## src/rtl/burst_line_port.sv

```systemverilog
// burst_line_port
// Initiator side of the burst RAM interface. Moves one cache line of
// BURST_COUNT words between the host line buffer and a burst-capable RAM.
//
// State table:
//   IDLE     | waiting for start; request fields latched on start
//   ISSUE    | waiting for ram_busy=0, then pulses ram_cmd_en
//   WR_BURST | streams words 1..BURST_COUNT-1, then completes
//   RD_WAIT  | waits for the first valid word, bounded by TIMEOUT cycles
//   RD_BURST | captures words 1..BURST_COUNT-1; a gap in valid is an error
//
// Ports:
//   clk, rst                     clock, synchronous active-high reset
//   start, write, line_addr      request strobe, direction, line address
//   wr_line / rd_line            packed lines, word k at [k*DATA_BITWIDTH +: DATA_BITWIDTH]
//   busy, done, err              request status
//   ram_cmd, ram_cmd_en,
//   ram_addr, ram_wr_data,
//   ram_data_mask                command/write side towards the RAM
//   ram_rd_data,
//   ram_rd_data_valid, ram_busy  read/status side from the RAM
module burst_line_port #(
    parameter int DEPTH_BITWIDTH = 4,
    parameter int BURST_COUNT    = 4,
    parameter int DATA_BITWIDTH  = 64,
    parameter int TIMEOUT        = 32
) (
    input  logic                                        clk,
    input  logic                                        rst,
    input  logic                                        start,
    input  logic                                        write,
    input  logic [DEPTH_BITWIDTH-$clog2(BURST_COUNT)-1:0] line_addr,
    input  logic [DATA_BITWIDTH*BURST_COUNT-1:0]        wr_line,
    output logic [DATA_BITWIDTH*BURST_COUNT-1:0]        rd_line,
    output logic                                        busy,
    output logic                                        done,
    output logic                                        err,
    output logic                                        ram_cmd,
    output logic                                        ram_cmd_en,
    output logic [DEPTH_BITWIDTH-1:0]                   ram_addr,
    output logic [DATA_BITWIDTH-1:0]                    ram_wr_data,
    output logic [DATA_BITWIDTH/8-1:0]                  ram_data_mask,
    input  logic [DATA_BITWIDTH-1:0]                    ram_rd_data,
    input  logic                                        ram_rd_data_valid,
    input  logic                                        ram_busy
);

    localparam int WORD_BITS = $clog2(BURST_COUNT);
    localparam int LINE_BITS = DEPTH_BITWIDTH - WORD_BITS;
    localparam int TMR_BITS  = $clog2(TIMEOUT + 1);

    typedef enum logic [2:0] {
        ST_IDLE,
        ST_ISSUE,
        ST_WR_BURST,
        ST_RD_WAIT,
        ST_RD_BURST
    } state_t;

    state_t                     state_q, state_d;
    logic                       write_q, write_d;
    logic [LINE_BITS-1:0]       line_q, line_d;
    logic [DATA_BITWIDTH-1:0]   wr_word_q [BURST_COUNT];
    logic [DATA_BITWIDTH-1:0]   wr_word_d [BURST_COUNT];
    logic [DATA_BITWIDTH-1:0]   rd_word_q [BURST_COUNT];
    logic [DATA_BITWIDTH-1:0]   rd_word_d [BURST_COUNT];
    logic [WORD_BITS-1:0]       word_q, word_d;
    logic [TMR_BITS-1:0]        tmr_q, tmr_d;
    logic                       busy_q, busy_d;
    logic                       done_q, done_d;
    logic                       err_q, err_d;
    logic                       cmd_q, cmd_d;
    logic                       cmd_en_q, cmd_en_d;
    logic [DEPTH_BITWIDTH-1:0]  addr_q, addr_d;
    logic [DATA_BITWIDTH-1:0]   wr_data_q, wr_data_d;

    always_comb begin
        state_d   = state_q;
        write_d   = write_q;
        line_d    = line_q;
        wr_word_d = wr_word_q;
        rd_word_d = rd_word_q;
        word_d    = word_q;
        tmr_d     = tmr_q;
        busy_d    = busy_q;
        done_d    = 1'b0;
        err_d     = err_q;
        cmd_d     = cmd_q;
        cmd_en_d  = 1'b0;
        addr_d    = addr_q;
        wr_data_d = wr_data_q;

        case (state_q)
            ST_IDLE: begin
                if (start) begin
                    write_d = write;
                    line_d  = line_addr;
                    for (int k = 0; k < BURST_COUNT; k++) begin
                        wr_word_d[k] = wr_line[k*DATA_BITWIDTH +: DATA_BITWIDTH];
                    end
                    busy_d  = 1'b1;
                    err_d   = 1'b0;
                    state_d = ST_ISSUE;
                end
            end
            ST_ISSUE: begin
                if (!ram_busy) begin
                    cmd_en_d  = 1'b1;
                    cmd_d     = write_q;
                    addr_d    = {line_q, {WORD_BITS{1'b0}}};
                    wr_data_d = wr_word_q[0];
                    word_d    = WORD_BITS'(1);
                    tmr_d     = TMR_BITS'(TIMEOUT);
                    state_d   = write_q ? ST_WR_BURST : ST_RD_WAIT;
                end
            end
            ST_WR_BURST: begin
                // word_q wraps to 0 once the last word has been driven
                if (word_q == '0) begin
                    done_d  = 1'b1;
                    busy_d  = 1'b0;
                    err_d   = 1'b0;
                    state_d = ST_IDLE;
                end else begin
                    wr_data_d = wr_word_q[word_q];
                    word_d    = word_q + WORD_BITS'(1);
                end
            end
            ST_RD_WAIT: begin
                // A valid word on the final timeout cycle still wins
                if (ram_rd_data_valid) begin
                    rd_word_d[0] = ram_rd_data;
                    word_d       = WORD_BITS'(1);
                    state_d      = ST_RD_BURST;
                end else if (tmr_q == TMR_BITS'(1)) begin
                    done_d  = 1'b1;
                    busy_d  = 1'b0;
                    err_d   = 1'b1;
                    state_d = ST_IDLE;
                end else begin
                    tmr_d = tmr_q - TMR_BITS'(1);
                end
            end
            ST_RD_BURST: begin
                if (ram_rd_data_valid) begin
                    rd_word_d[word_q] = ram_rd_data;
                    word_d            = word_q + WORD_BITS'(1);
                    if (word_q == WORD_BITS'(BURST_COUNT - 1)) begin
                        done_d  = 1'b1;
                        busy_d  = 1'b0;
                        err_d   = 1'b0;
                        state_d = ST_IDLE;
                    end
                end else begin
                    done_d  = 1'b1;
                    busy_d  = 1'b0;
                    err_d   = 1'b1;
                    state_d = ST_IDLE;
                end
            end
            default: state_d = ST_IDLE;
        endcase
    end

    always_ff @(posedge clk) begin
        if (rst) begin
            state_q   <= ST_IDLE;
            write_q   <= 1'b0;
            line_q    <= '0;
            wr_word_q <= '{default: '0};
            rd_word_q <= '{default: '0};
            word_q    <= '0;
            tmr_q     <= '0;
            busy_q    <= 1'b0;
            done_q    <= 1'b0;
            err_q     <= 1'b0;
            cmd_q     <= 1'b0;
            cmd_en_q  <= 1'b0;
            addr_q    <= '0;
            wr_data_q <= '0;
        end else begin
            state_q   <= state_d;
            write_q   <= write_d;
            line_q    <= line_d;
            wr_word_q <= wr_word_d;
            rd_word_q <= rd_word_d;
            word_q    <= word_d;
            tmr_q     <= tmr_d;
            busy_q    <= busy_d;
            done_q    <= done_d;
            err_q     <= err_d;
            cmd_q     <= cmd_d;
            cmd_en_q  <= cmd_en_d;
            addr_q    <= addr_d;
            wr_data_q <= wr_data_d;
        end
    end

    for (genvar k = 0; k < BURST_COUNT; k++) begin : g_rd_pack
        assign rd_line[k*DATA_BITWIDTH +: DATA_BITWIDTH] = rd_word_q[k];
    end

    assign busy          = busy_q;
    assign done          = done_q;
    assign err           = err_q;
    assign ram_cmd       = cmd_q;
    assign ram_cmd_en    = cmd_en_q;
    assign ram_addr      = addr_q;
    assign ram_wr_data   = wr_data_q;
    assign ram_data_mask = '0;

endmodule

```

## config.mk

```make
export PLATFORM = sky130hd
export DESIGN_NAME = burst_line_port
export DESIGN_NICKNAME = d
export VERILOG_FILES = /design/src/rtl/burst_line_port.sv
export SDC_FILE = /design/constraint.sdc
export NUM_CORES = 1
export LEC_CHECK = 0
export BUFFER_PORTS_ARGS = -buffer_cell sky130_fd_sc_hd__buf_2
export CORE_AREA = 2 2 258 260
export CTS_CLUSTER_DIAMETER = 100
export DETAILED_ROUTE_END_ITERATION = 10
export DIE_AREA = 0 0 260 262
export SLEW_MARGIN = 20
export SYNTH_ARGS = -nofsm -noshare
export SYNTH_HDL_FRONTEND = slang
export SYNTH_SLANG_ARGS = --single-unit
```

## constraint.sdc

```tcl
create_clock -name clk -period 3.4 [get_ports clk]
set_input_delay 0.68 -clock clk [delete_from_list [all_inputs] [get_ports clk]]
set_output_delay 0.68 -clock clk [all_outputs]
set_load 0.05 [all_outputs]
```

==> results of run 1 <==
==> final cells by class <==
| class | instances | area, µm² |
|---|---|---|
| Clock inverter | 21 | 270.3 |
| Inverter | 11 | 41.29 |
| Timing Repair Buffer | 709 | 4009 |
| Antenna cell | 9 | 22.52 |
| Clock buffer | 98 | 2006 |
| Multi-Input combinational cell | 2052 | 9767 |
| Sequential cell | 597 | 11960 |
| Tap cell | 864 | 1081 |
| Fill cell | 6640 | 36120 |
==> state kept, by name (all words and copies together) (netlist names) <==
name / cells
busy: 1
done: 1
err: 1
line_q: 2
ram_addr: 2
ram_cmd: 1
ram_cmd_en: 1
ram_wr_data: 64
rd_line: 256
state_q: 3
tmr_q: 6
word_q: 2
wr_word_q: 256
write_q: 1
==> synthesized netlist by cell type, types with 9 or more instances <==
library cell	n	area share, %
a21oi_1	524	12
a311oi_2	61	4.0
buf_1	11	0.18
buf_2	12	0.26
buf_4	11	0.36
buf_6	9	0.45
clkbuf_1	200	3.3
dfxtp_1	597	53
inv_1	11	0.18
nand2_1	1107	18
nor2_1	134	2.2
o22ai_1	64	1.8
or3_1	68	1.9
==> cell families (layout without fill, tap and decap cells) <==
family | Yosys count | after routing | share of synthesized area (%)
adders and majority gates | 6 | 6 | 0.3306
and+or+nand+nor | 1352 | 1352 | 23.67
DFF | 597 | 597 | 52.64
buffers and inverters | 254 | 839 | 4.745
other | 1 | 19 | 0.01652
AOI/OAI and AO/OA | 680 | 680 | 18.42
muxes | 3 | 3 | 0.1378
xor gates and xnor gates | 1 | 1 | 0.03858
==> worst max path at each step <==
stage | startpoint | endpoint | slack (ns) | cells after the start
4_1_cts | state_q[0] | wr_word_q[118] | 0.68 | 6
5_1_grt | state_q[0] | wr_word_q[167] | 0.35 | 6
3_3_place_gp | state_q[0] | wr_word_q[54] | 0.74 | 6
3_5_place_dp | state_q[0] | wr_word_q[118] | 0.70 | 6
2_1_floorplan | word_q[0] | ram_wr_data[16] | 0.75 | 10
6_report | state_q[0] | wr_word_q[118] | 0.57 | 6
==> report_power, final <==
| group | leakage, nW | switching [mW] | total, mW | internal (mW) |
|---|---|---|---|---|
| sequential | 4.86 | 0.179 | 7.50 | 7.32 |
| clock | 1.12 | 3.02 | 7.38 | 4.36 |
| combinational | 5.71 | 1.33 | 1.95 | 0.621 |
==> metrics by stage <==
stage / setup slack [ns] / power [mW] / util (%)
6_report: 0.5673 / 16.83 / 44.67
5_1_grt: 0.3543 / 17.50 / 44.65
4_1_cts: 0.6836 / 17.02 / 44.63
2_1_floorplan: 0.7528 / 8.874 / -
3_5_place_dp: 0.6995 / 9.621 / 41.14
3_3_place_gp: 0.7442 / 9.599 / 41.14
==> routing by layer <==
metal / part of all wire, % / track usage, % / routed length (µm) / vias to the layer above
li1: - / - / - / 10661
met1: 42 / 27.89 / 33270 / 9944
met2: 46 / 35.38 / 36670 / 681
met3: 7.6 / 5.826 / 6038 / 155
met4: 4.3 / 10.41 / 3410 / 6
met5: 0.047 / 0 / 37 / -
==> worst min-delay path, cell delays in order <==
cell,delay [ns]
buf_2,0.10
nand2_1,0.05
a21oi_1,0.05
==> layout by cell type (no fill, tap or decap), drive strengths merged, types with 8 or more instances in the layout <==
| master | instances |
|---|---|
| nand2 | 1107 |
| buf | 709 |
| dfxtp | 597 |
| a21oi | 524 |
| nor2 | 134 |
| clkbuf | 98 |
| or3 | 68 |
| a311oi | 65 |
| o22ai | 64 |
| inv | 14 |
| clkinv | 14 |
| conb | 10 |
| diode | 9 |
| nand2b | 8 |
==> metrics.md, run 1 <==
| Metric | Value |
|---|---|
| Worst path required time | `3.93 ns` |
| Chip width | `260 µm` |
| Cell area after synthesis | `22700 µm²` |
| Hold depth | `3` |
| Root Driver | `clkbuf_16` |
| Finished Cell Area | `29160 µm²` |
| CTS sink count | `597` |
| Post-synth EDFFs | `0` |
| Period utilisation layout | `83.31%` |
| Sequential element share of the synthesized area | `52.64%` |
| Final Skew | `0.03060 ns` |
| Max incr delay on CP | `0.67 ns` |
| DP HPWL | `55490 µm` |
| Status | `finished, final reports clean` |
| Placed instance area | `26860 µm²` |
| Reg clk slew, reported paths | `0.06 ns` |
| Hold path endpoint | `wr_word_q[135]` |
| Initial core utilization | `34.78%` |
| Hold Vio Cnt, Final | `0` |
| Crit path buf inv count | `3` |
| Core ar. | `65280 µm²` |
| Placed cells | `4233` |
| Static Leak | `11.69 nW` |
| Clock buffer depth | `3` |
| Drt drc | `0` |
| Critical path, cell by cell | `inv_1, nand3_4, buf_12, buf_4, nand2_1, a21oi_1` |
| Crit path DAT | `3.36 ns` |
| GRT overflow | `0` |
| Routability cong. | `0.8674` |
| Clk_lat worst skew | `0.62 ns` |
| RSZ-0062 raised after global routing | `false` |
| Post-layout min period | `2.833 ns` |
| Die height | `262 µm` |
| Cts-stage hold buffer count | `0` |
| Reg2reg end | `wr_word_q[118]` |
| Setup crit start kind | `flip-flop` |
| Post-cts resize count | `0` |
| Layout area overhead | `28.41%` |
| Max Cap Viol | `0` |
| Starting DRT DRC Count | `1692` |
| Setup violations, final | `0` |
| Vias in the first global route | `19662` |
| VDD IR max | `325.1 µV` |
| Maximum operating frequency | `353.0 MHz` |
| Nets | `3773` |
| Routed Antenna Nets | `0` |
| Global-route wire length before repair | `117400 µm` |
| Htree depth | `3` |
| Critical path's top delay family | `buffers and inverters` |
| Synth cell types | `56` |
| Main synth FF type | `dfxtp_1` |
| Cell row count | `94` |
| Slowest CP cell | `buf_4` |
| Worst hold start | `wr_line[71]` |
| Least-Margin Pin Slew | `1.047 ns` |
| FFs w/ async S/R, synth | `0%` |
| Layout Cells excl Fill | `4361` |
| Largest net degree at the start of global routing | `201` |
| Avg Inst Size Synth | `7.845 µm²` |
| Setup slack, reg-to-reg | `0.57 ns` |
| DR vias | `21447` |
| IO buf count | `654` |
| Post-synthesis instance total | `2894` |
| Layout cell share with drive strength beyond 1 | `25.89%` |
| Die area | `68120 µm²` |
| Slew headroom | `30.19%` |
| TNS Setup | `0 ns` |
| YS warnings | `0` |
| Post-CTS Setup Bufs | `0` |
| Reg2Reg Depth | `6` |
| Pwr dens | `577.4 nW/µm²` |
| Routed wire per std cell | `18.21 µm` |
| Hold/Removal Path Class | `in2reg` |
| Crit end category | `flip-flop` |
| Top Ports | `665` |
| DR pass1 iterations | `5` |
| Worst hold margin | `0.2982 ns` |
| Final wirelength | `79420 µm` |
| Total CTS buffers | `68` |
| CTS tree | `done` |
| Critical-path maximum fanout | `200` |
| CP Class | `reg2reg` |
| Reg2reg start | `state_q[0]` |
| Max Slew Vio Count | `0` |
| FF+latch count, synth | `597` |
| GRT Overall Usage | `22.14%` |
| Vias/cell | `4.918` |
| Antenna violations before repair | `11` |
Power figures use the tool's default switching activity.
==> run 2: changes to the inputs <==
Settings changed: ABC_AREA from default to 1, CORE_AREA 2 2 258 260 to 2 2 257 259, DIE_AREA 0 0 260 262 to 0 0 259 261.
Clock period 3.4 ns to 2.55 ns, I/O delays scaled along.
==> run 2 against run 1 <==
- die area decreased by 0.76%
- final area rose by 3.6%
- sequential share of layout area fell by 1.5 points
- non-clock buffer count fell by 6
- global-route usage is 0.41 points lower
- synthesized cell count up 15%
- highest routed layer unchanged
- core utilization grew 1.8 points
- total power increased by 44%
- critical endpoint is now rd_line[40]
- count of clock-buffer cells in the layout is 5 higher
==> metrics.md, run 2 <==
| Metric | Value |
|---|---|
| Chip width | `259 µm (-0.38%)` |
| Synth Area in Adders | `0.3142% (-0.016 points)` |
| Avg Inst Size Synth | `7.189 µm² (-8.4%)` |
| Global-route wire length before repair | `116300 µm (-0.98%)` |
| Hold Vio Cnt, Final | `0 (unchanged)` |
| Routed Antenna Nets | `0 (unchanged)` |
| Top Ports | `665 (unchanged)` |
| Starting DRT DRC Count | `1606 (-5.1%)` |
| Synth top area share | `50.01% (-2.6 points)` |
| Synth Area in Compound Gates | `22.14% (+3.7 points)` |
| Largest net degree at the start of global routing | `146 (-27%)` |
| Setup crit start kind | `flip-flop` |
| Largest family of logic cells by synthesized area | `compound AO/OA/AOI/OAI gates` |
| Main synth FF type | `dfxtp_1` |
| Post-synth top area cell | `dfxtp_1` |
| CP Class | `reg2reg` |
| Simple-gate share of the synthesized area | `16.08% (-7.6 points)` |
| Layout cell share with drive strength beyond 1 | `21.41% (-4.5 points)` |
| Most common cell after layout, fill and taps aside | `nor2_1` |
| Die height | `261 µm (-0.38%)` |
| Final wirelength | `77290 µm (-2.7%)` |
| Least-Margin Pin Slew | `0.7988 ns (-0.2484 ns)` |
| IO buf count | `654 (unchanged)` |
| GRT overflow | `0 (unchanged)` |
| Routed wire per std cell | `16.17 µm (-11%)` |
| Post-Synth XOR/XNOR Area | `0.03665% (-0.0019 points)` |
| Die area | `67600 µm² (-0.76%)` |
| Stages on the worst setup path | `7 (+1)` |
| Net Sw Frac | `29.15% (+2.2 points)` |
| Slowest CP cell | `dfxtp_2` |
| Worst path required time | `3.00 ns (-0.93 ns)` |
| FFs w/ async S/R, synth | `0% (unchanged)` |
| Total CTS buffers | `70 (+2.9%)` |
| Sequential element share of the synthesized area | `50.01% (-2.6 points)` |
| Critical-path maximum fanout | `128 (-36%)` |
| Max incr delay on CP | `0.46 ns (-0.21 ns)` |
| YS warnings | `0 (unchanged)` |
| Reg clk slew, reported paths | `0.06 ns (about the same)` |
| Hold/Removal Path Class | `in2reg` |
| TNS Setup | `0 ns (unchanged)` |
| Slew headroom | `46.74% (+17 points)` |
| Cts-stage hold buffer count | `0 (unchanged)` |
| Placed instance area | `27870 µm² (+3.8%)` |
| Crit end category | `flip-flop` |
| Pwr dens | `804.6 nW/µm² (+39%)` |
| Period utilisation layout | `85.92% (+2.6 points)` |
| CTS tree | `done` |
| DP HPWL | `52830 µm (-4.8%)` |
| Final setup margin | `0.3591 ns (-0.2082 ns)` |
| Vias in the first global route | `20380 (+3.7%)` |
| Root Driver | `clkbuf_16` |
| Hold depth | `3 (unchanged)` |
| Synth cell types | `29 (-48%)` |
| RSZ-0062 raised after global routing | `false` |
| Layout area overhead | `26.46%` |
| Max Cap Viol | `0 (unchanged)` |
| Finished Cell Area | `30220 µm² (+3.6%)` |
| Max Slew Vio Count | `0 (unchanged)` |
| Part of the power in the clock network | `41.4% (-2.5 points)` |
| Nets | `4192 (+11%)` |
| Cell-internal power | `17.23 mW (+40%)` |
| Final Skew | `0.03500 ns (+0.004397 ns)` |
| Most instantiated cells after synthesis | `nor2_1, a21oi_1, dfxtp_1` |
| Drt drc | `0 (unchanged)` |
| Clk_lat worst skew | `0.59 ns (-0.03 ns)` |
| Count leader, synth | `nor2_1` |
| Post-cts resize count | `0 (unchanged)` |
| Gate power share | `16.1% (+4.5 points)` |
| Post-CTS Setup Bufs | `0 (unchanged)` |
| VDD IR max | `435.0 µV (+34%)` |
| DR vias | `22719 (+5.9%)` |
| Dpl ws | `0.4178 ns (-0.2816 ns)` |
| Mux contribution to synthesized area | `0% (-0.14 points)` |
| Post-synth EDFFs | `0 (unchanged)` |
| Seq pwr share | `42.5% (-2.0 points)` |
| GRT Overall Usage | `21.74% (-0.41 points)` |
| Status | `finished, final reports clean` |
| Commonest non-fill, non-tap cells in the layout | `nor2_1, a21oi_1, buf_2` |
| Cell area after synthesis | `23900 µm² (+5.3%)` |
| Vias/cell | `4.752 (-3.4%)` |
| Htree depth | `3 (unchanged)` |
| Post-layout min period | `2.191 ns (-0.6418 ns)` |
| Reg2Reg Depth | `7 (+1)` |
| Static Leak | `14.56 nW (+25%)` |
| Critical path's top delay family | `buffers and inverters` |
| Switch Pwr | `7.087 mW (+56%)` |
| Clock buffer depth | `3 (unchanged)` |
| Setup violations, final | `0 (unchanged)` |
| Cell row count | `94 (unchanged)` |
| CTS sink count | `597 (unchanged)` |
| Post-synthesis instance total | `3324 (+15%)` |
| Critical path, cell by cell | `inv_1, ha_1, o211ai_1, buf_12, nand2_1, o21ai_1, nor2_1` |
| Maximum operating frequency | `456.4 MHz (+29%)` |
| Crit path DAT | `2.64 ns (-0.72 ns)` |
| Ranking of synthesized cells by area | `dfxtp_1, a21oi_1, nor2_1` |
| Core ar. | `65040 µm² (-0.36%)` |
| FF+latch count, synth | `597 (unchanged)` |
| Antenna violations before repair | `23 (+12)` |
| DR pass1 iterations | `5 (unchanged)` |
| Crit path buf inv count | `2 (-1)` |
| Fill cell count | `6658 (+0.27%)` |
| Routability cong. | `0.8118 (-6.4%)` |
| Initial core utilization | `36.74% (+2.0 points)` |
## run 2: cell types whose count changed after synthesis, sizes merged, moves of 68 or more
| cell | delta |
|---|---|
| inv | +403 |
| or3 | -68 |
| nor2 | +534 |
| clkbuf | -80 |
| nand2 | -800 |
| buf | +87 |
| o21ai | +392 |
| a21oi | +131 |
## run 2: cell type report
type,instances,area (µm²),share of cell area (%)
flip-flops and latches,597,11950,39.56
repair buffers,703,3975,13.15
clock buffers,103,2081,6.886
well taps,864,1081,3.577
multi-input cells,2071,9299,30.77
clock inverters,20,244.0,0.8074
inverters,415,1565,5.180
diodes,8,20.02,0.06625
## run 2: power groups by stage
stage / logic (mW) / registers, mW / clock network (mW)
2_1_floorplan: 2.02 / 11.2 / 0
5_1_grt: 4.32 / 10.4 / 10.7
3_3_place_gp: 3.89 / 10.5 / 0
6_report: 3.91 / 10.3 / 10.1
4_1_cts: 3.93 / 10.3 / 10.3
3_5_place_dp: 3.91 / 10.5 / 0
## run 2: path summary, 6_finish.rpt
| path | startpoint | endpoint | slack (ns) |
|---|---|---|---|
| max | word_q[0] | rd_line[40] | 0.36 |
| min | wr_line[5] | wr_word_q[197] | 0.19 |
| max reg2reg | word_q[0] | rd_line[40] | 0.36 |
| min reg2reg | wr_word_q[239] | wr_word_q[239] | 0.44 |
## run 2: per-stage QoR
stage	utilization (%)	cells	hold slack [ns]	total power, mW
final	46.46	4781	0.1933	24.31
after CTS	46.43	4773	0.1515	24.55
after detailed placement	42.86	4650	0.4344	14.43
after global routing	46.45	4777	0.1901	25.39
after floorplan	-	3333	0.4205	13.19
after global placement	42.86	4650	0.4303	14.41
## run 2: cell families (layout without fill, tap and decap cells)
| group | after synthesis | after routing |
|---|---|---|
| flops | 597 | 597 |
| buf+inv | 665 | 1241 |
| compound gates | 1053 | 1053 |
| fa+ha+maj | 6 | 6 |
| xor+xnor | 1 | 1 |
| simple gates | 1001 | 1001 |
| other cells | 1 | 18 |
## run 2: worst reg2reg max path: cells and delay by family (launching register included)
kind / cells / cell delay [ns]
buffers and inverters: 2 / 0.58
DFF: 1 / 0.46
AOI/OAI and AO/OA: 2 / 0.41
adders and majority gates: 1 / 0.32
and+or+nand+nor: 2 / 0.27
## run 2: metal layers
metal	routed length (µm)	part of all wire [%]	track usage, %
met5	201	0.26	0
met3	5717	7.4	5.681
met2	35110	45	35.07
met1	34270	44	28.32
met4	1987	2.6	7.129
